### config.mk
export PLATFORM = sky130hd
export DESIGN_NAME = bitwise_logic_unit_flat
export DESIGN_NICKNAME = d
export VERILOG_FILES = /design/src/rtl/bitwise_logic_unit_if.sv /design/src/rtl/bitwise_logic_unit.sv /design/src/flat_wrapper.sv
export SDC_FILE = /design/constraint.sdc
export NUM_CORES = 1
export LEC_CHECK = 0
export CORE_ASPECT_RATIO = 0.7
export CORE_MARGIN = 2
export CORE_UTILIZATION = 41
export CTS_CLUSTER_SIZE = 25
export DETAILED_ROUTE_END_ITERATION = 16
export PLACE_DENSITY = 0.66
export SYNTH_ARGS = -nofsm -noshare
export SYNTH_HDL_FRONTEND = slang
export SYNTH_SLANG_ARGS = --single-unit
export TNS_END_PERCENT = 20
### constraint.sdc
create_clock -name clk -period 5.1 [get_ports clk]
set_input_delay 0.51 -clock clk [delete_from_list [all_inputs] [get_ports clk]]
set_output_delay 0.51 -clock clk [all_outputs]
set_load 0.05 [all_outputs]
### src/rtl/bitwise_logic_unit_if.sv
// rtl/bitwise_logic_unit_if.sv - operand/result handshake bundle for bitwise_logic_unit
// zero/parity members exist only when BLU_FLAGS_EN is defined.
interface bitwise_logic_unit_if #(
    parameter int WIDTH = 8,
    parameter int DEPTH = 4
);
    logic                     in_valid;
    logic                     in_ready;
    logic [2:0]               op;
    logic                     chain;
    logic [WIDTH-1:0]         a;
    logic [WIDTH-1:0]         b;
    logic                     out_valid;
    logic                     out_ready;
    logic [WIDTH-1:0]         y;
    logic [$clog2(DEPTH):0]   level;
`ifdef BLU_FLAGS_EN
    logic                     zero;
    logic                     parity;

    modport master (
        output in_valid, op, chain, a, b, out_ready,
        input  in_ready, out_valid, y, level, zero, parity
    );
    modport slave (
        input  in_valid, op, chain, a, b, out_ready,
        output in_ready, out_valid, y, level, zero, parity
    );
`else
    modport master (
        output in_valid, op, chain, a, b, out_ready,
        input  in_ready, out_valid, y, level
    );
    modport slave (
        input  in_valid, op, chain, a, b, out_ready,
        output in_ready, out_valid, y, level
    );
`endif
endinterface

### src/rtl/bitwise_logic_unit.sv
// rtl/bitwise_logic_unit.sv - registered 8-op bitwise logic unit with chain accumulator and output FIFO
// Define BLU_FLAGS_EN to store and present per-entry zero/parity flags.
module bitwise_logic_unit #(
    parameter int WIDTH = 8,
    parameter int DEPTH = 4
) (
    input  logic                  clk,
    input  logic                  rst,
    bitwise_logic_unit_if.slave   bus
);
    localparam int PW = $clog2(DEPTH);

    logic [WIDTH-1:0] acc_q, acc_d;
    logic [PW-1:0]    wr_ptr_q, wr_ptr_d;
    logic [PW-1:0]    rd_ptr_q, rd_ptr_d;
    logic [PW:0]      level_q, level_d;
    logic [WIDTH-1:0] mem_q [DEPTH];
    logic [WIDTH-1:0] mem_d [DEPTH];

    logic             accept;
    logic             pop;
    logic             not_empty;
    logic [WIDTH-1:0] a_sel;
    logic [WIDTH-1:0] result;

    // DEPTH is a power of two, so the level MSB is set only when full.
    assign bus.in_ready  = ~level_q[PW];
    assign not_empty     = (level_q != '0);
    assign bus.out_valid = not_empty;
    assign bus.y         = not_empty ? mem_q[rd_ptr_q] : '0;
    assign bus.level     = level_q;

    assign accept = bus.in_valid & ~level_q[PW];
    assign pop    = bus.out_ready & not_empty;
    assign a_sel  = bus.chain ? acc_q : bus.a;

    always_comb begin
        result = '0;
        case (bus.op)
            3'd0: result = a_sel | bus.b;
            3'd1: result = a_sel & bus.b;
            3'd2: result = ~(a_sel | bus.b);
            3'd3: result = ~(a_sel & bus.b);
            3'd4: result = a_sel ^ bus.b;
            3'd5: result = ~(a_sel ^ bus.b);
            3'd6: result = ~a_sel;
            3'd7: result = bus.b;
            default: result = '0;
        endcase
    end

    always_comb begin
        acc_d    = acc_q;
        wr_ptr_d = wr_ptr_q;
        rd_ptr_d = rd_ptr_q;
        level_d  = level_q;
        mem_d    = mem_q;
        if (accept) begin
            mem_d[wr_ptr_q] = result;
            wr_ptr_d        = wr_ptr_q + 1'b1;
            acc_d           = result;
        end
        if (pop) begin
            rd_ptr_d = rd_ptr_q + 1'b1;
        end
        case ({accept, pop})
            2'b10:   level_d = level_q + 1'b1;
            2'b01:   level_d = level_q - 1'b1;
            default: level_d = level_q;
        endcase
    end

    always_ff @(posedge clk) begin
        if (rst) begin
            acc_q    <= '0;
            wr_ptr_q <= '0;
            rd_ptr_q <= '0;
            level_q  <= '0;
        end else begin
            acc_q    <= acc_d;
            wr_ptr_q <= wr_ptr_d;
            rd_ptr_q <= rd_ptr_d;
            level_q  <= level_d;
        end
    end

    // Storage is left uncleared; y is masked while the FIFO is empty.
    always_ff @(posedge clk) begin
        mem_q <= mem_d;
    end

`ifdef BLU_FLAGS_EN
    logic zero_mem_q [DEPTH];
    logic zero_mem_d [DEPTH];
    logic par_mem_q  [DEPTH];
    logic par_mem_d  [DEPTH];

    assign bus.zero   = not_empty & zero_mem_q[rd_ptr_q];
    assign bus.parity = not_empty & par_mem_q[rd_ptr_q];

    always_comb begin
        zero_mem_d = zero_mem_q;
        par_mem_d  = par_mem_q;
        if (accept) begin
            zero_mem_d[wr_ptr_q] = (result == '0);
            par_mem_d[wr_ptr_q]  = ^result;
        end
    end

    always_ff @(posedge clk) begin
        zero_mem_q <= zero_mem_d;
        par_mem_q  <= par_mem_d;
    end
`endif

endmodule

### src/flat_wrapper.sv
// flat-port wrapper written by rule: the top's interface ports become plain ports
module bitwise_logic_unit_flat 
#(
    parameter int WIDTH = 8,
    parameter int DEPTH = 4
)
  (clk, rst, bus_in_valid, bus_op, bus_chain, bus_a, bus_b, bus_out_ready, bus_in_ready, bus_out_valid, bus_y, bus_level);
  bitwise_logic_unit_if #(.WIDTH(WIDTH), .DEPTH(DEPTH)) bus_i ();
  input  logic clk;
  input  logic rst;
  input wire logic [$bits(bus_i.in_valid)-1:0] bus_in_valid;
  input wire logic [$bits(bus_i.op)-1:0] bus_op;
  input wire logic [$bits(bus_i.chain)-1:0] bus_chain;
  input wire logic [$bits(bus_i.a)-1:0] bus_a;
  input wire logic [$bits(bus_i.b)-1:0] bus_b;
  input wire logic [$bits(bus_i.out_ready)-1:0] bus_out_ready;
  output wire logic [$bits(bus_i.in_ready)-1:0] bus_in_ready;
  output wire logic [$bits(bus_i.out_valid)-1:0] bus_out_valid;
  output wire logic [$bits(bus_i.y)-1:0] bus_y;
  output wire logic [$bits(bus_i.level)-1:0] bus_level;
  assign bus_i.in_valid = bus_in_valid;
  assign bus_i.op = bus_op;
  assign bus_i.chain = bus_chain;
  assign bus_i.a = bus_a;
  assign bus_i.b = bus_b;
  assign bus_i.out_ready = bus_out_ready;
  assign bus_in_ready = bus_i.in_ready;
  assign bus_out_valid = bus_i.out_valid;
  assign bus_y = bus_i.y;
  assign bus_level = bus_i.level;
  bitwise_logic_unit #(.WIDTH(WIDTH), .DEPTH(DEPTH)) u_core (.clk(clk), .rst(rst), .bus(bus_i));
endmodule
==> impl_metrics.ini <==
[synth]
synth_area_um2 = 3030
syn_nets = 320
ys.warnings.count = 0
synth_cell_type_count = 54
synth.top_cell.area_share = 0.317
syn_area_per_cell_um2 = 11.1
netlist_top_cells_count = edfxtp_1 (32), inv_1 (25), a21oi_1 (24)
synth_largest_area_cell = edfxtp_1
ys_async_sr_fraction = 0
synthTopCellsByArea = edfxtp_1 (32%), dfxtp_1 (9.9%), ha_1 (8.7%)
synth_edf_count = 32
synth_flop_cell = edfxtp_1
synthesis.instances = 274
synth-seq-cells = 47
yosysMostFrequentCell = edfxtp_1
synth_seq_area_share = 0.416

[sta]
drv_slew = 0
fin_hold_ws_ns = 0.462
post-route-period-util = 0.592
rsz0062_at_grt = false
fin_skew_ns = 0.00615
layout_setup_ws_ns = 2.08
max_freq_ghz = 0.331
relSlewSlack = 0.407
worstMarginPinSlew_ns = 0.887
final.setup.tns_ns = 0
finalSetupViolations = 0
fin_crit_ns = 3.02
hold_viol = 0

[critical_path]
crit_path_top_delay_cell = dfxtp_1
cpLargestDelayFamily = flip-flops
rr_startpoint = u_core.bus.level[2]
cp_data_required_time_ns = 4.59
path_cells = mux4_2 > and2_1 > clkdlybuf4s50_1
r2r_cells = 8
r2r_setup_slack_ns = 2.75
reg2reg_to = u_core.bus.level[2]
end_kind = output pin
max_stage_delay_ns = 0.74
arrival_ns = 2.51
cp_max_fo = 10
worstSetupPathType = reg2out
critical_path_buf_inv_count = 1
start_kind = flop

[cts]
cts_setup_buffers = 0
clk_pin_slew_ns = 0.09
cts_buffers = 5
cts.path.max_buffers = 2
htree_levels = 2
cts-root-buf = clkbuf_8
clk_latency_ns = 0.30
cts_tree = done
hold_buffers = 0
clkSinkCount = 47
ctsResizeCount = 0

[finish]
final_layout_size_suffix_gt1_frac = 0.141
nets = 351
num-fill-cells = 685
syn2layout_area_growth_pct = 16.6
antenna_cells = 0
fin_area_um2 = 3540

[die]
die_h_um = 76.0
die_w_um = 107
initial_core_util = 0.420
dieArea_um2 = 8110
core-area_um2 = 7220
fp-row-count = 26
ios = 37

[power]
cellPowerDensity_nw_per_um2 = 431
ir_worst_vdd_mv = 0.412
p_leak_nw = 1.34
power_mw = 1.52

[detailed_routing]
drc = 0
ant_nets = 0
via_per_inst = 5.23
wirelength_um = 6530
drt-initial-drc-count = 124
wl_per_cell_um = 16.2
dr.pass1.iters = 4
vias = 2112

[global_route]
use_met2 = 0.255
grt_usage = 0.172
grt-busiest-layer = met1
grt_max_degree = 30
grt_overflow = 0
grt_pass1_wl_um = 10900
use_met3 = 0.0361
grt_pass1_vias = 2146
met1_usage = 0.259
antenna_found_initial = 0

[min_path]
whs_path_depth = 2
hold_path_class = reg2reg
hold_path_end = u_core.acc_q[1]
holdCritStartpoint = u_core.acc_q[1]

[placed_design]
placed_area_um2 = 3420
io_buffers = 36
gp_congestion = 0.832
pre_cts_slack_ns = 2.04
hpwl_um = 4870

[run]
drv_cap = 0

[outcome]
outcome = completed
-- sequential cells by signal (all words and copies together) (netlist names) --
| name | count |
|---|---|
| u_core.mem_q | 32 |
| u_core.bus.level | 3 |
| u_core.rd_ptr_q | 2 |
| u_core.wr_ptr_q | 2 |
| u_core.acc_q | 8 |
-- cells in the final DEF, fill, tap and decap left out, types with 6 or more instances in the layout --
cell             count
xor2_1               6
mux4_2               8
nor2b_1             11
edfxtp_1            32
a21oi_1             24
inv_1               25
ha_1                21
nand2_1             16
nand2b_1             8
dfxtp_1             15
and2_1              16
nor2_1              10
clkdlybuf4s50_1     36
-- metrics by stage --
| step | util | instances |
|---|---|---|
| CTS | 0.490 | 404 |
| floorplan | - | 274 |
| detailed placement | 0.474 | 396 |
| finish | 0.490 | 404 |
| global route | 0.490 | 404 |
| global placement | 0.474 | 396 |
-- final cells by class --
cell class,count,area [µm²],area share
Inverter,27,101,0.0287
Sequential cell,47,1260,0.357
Clock inverter,3,46.3,0.0131
Multi-Input combinational cell,187,1570,0.443
Clock buffer,5,68.8,0.0195
Tap cell,98,123,0.0347
Timing Repair Buffer,37,368,0.104
-- cell families after synthesis --
group | after synthesis | synth area share
adder cells (fa/ha/maj) | 22 | 0.0932
flip-flops | 47 | 0.416
XOR/XNOR | 7 | 0.0202
AO/OA/AOI/OAI | 58 | 0.147
AND/OR/NAND/NOR | 84 | 0.165
buffers and inverters | 40 | 0.0672
multiplexers | 16 | 0.0912
-- worst register-to-register path, cell delays in order, from the launching register on --
cell and delay [ns]:
dfxtp_1 0.48, nor2b_4 0.11, inv_1 0.39, ha_1 0.28, inv_1 0.06, fa_1 0.37
xor2_1 0.16, or3_1 0.31, a21oi_1 0.13
-- report_power, final --
part / internal (mW) / switching (mW) / total (mW)
combinational: 0.283 / 0.434 / 0.718
clock: 0.148 / 0.134 / 0.282
sequential: 0.473 / 0.0516 / 0.525
total: 0.904 / 0.620 / 1.52
-- how the worst max path moves through the flow --
stage,start,endpoint,slack [ns],cells past startpoint
after floorplan,u_core.bus.level[2],u_core.bus.level[2],2.76,9
after detailed placement,bus_chain,u_core.mem_q[4],2.04,8
final,u_core.rd_ptr_q[0],bus_y[7],2.08,3
after CTS,u_core.rd_ptr_q[0],bus_y[7],2.01,3
after global placement,bus_chain,u_core.mem_q[15],2.12,8
after global routing,u_core.rd_ptr_q[0],bus_y[0],1.91,3
-- routing by layer --
| metal | vias up | wire [µm] |
|---|---|---|
| li1 | 1047 | - |
| met1 | 1012 | 3280 |
| met2 | 48 | 2850 |
| met3 | 5 | 354 |
| met4 | 0 | 46 |
| met5 | - | 0 |
(Power assumes the default switching activity.)
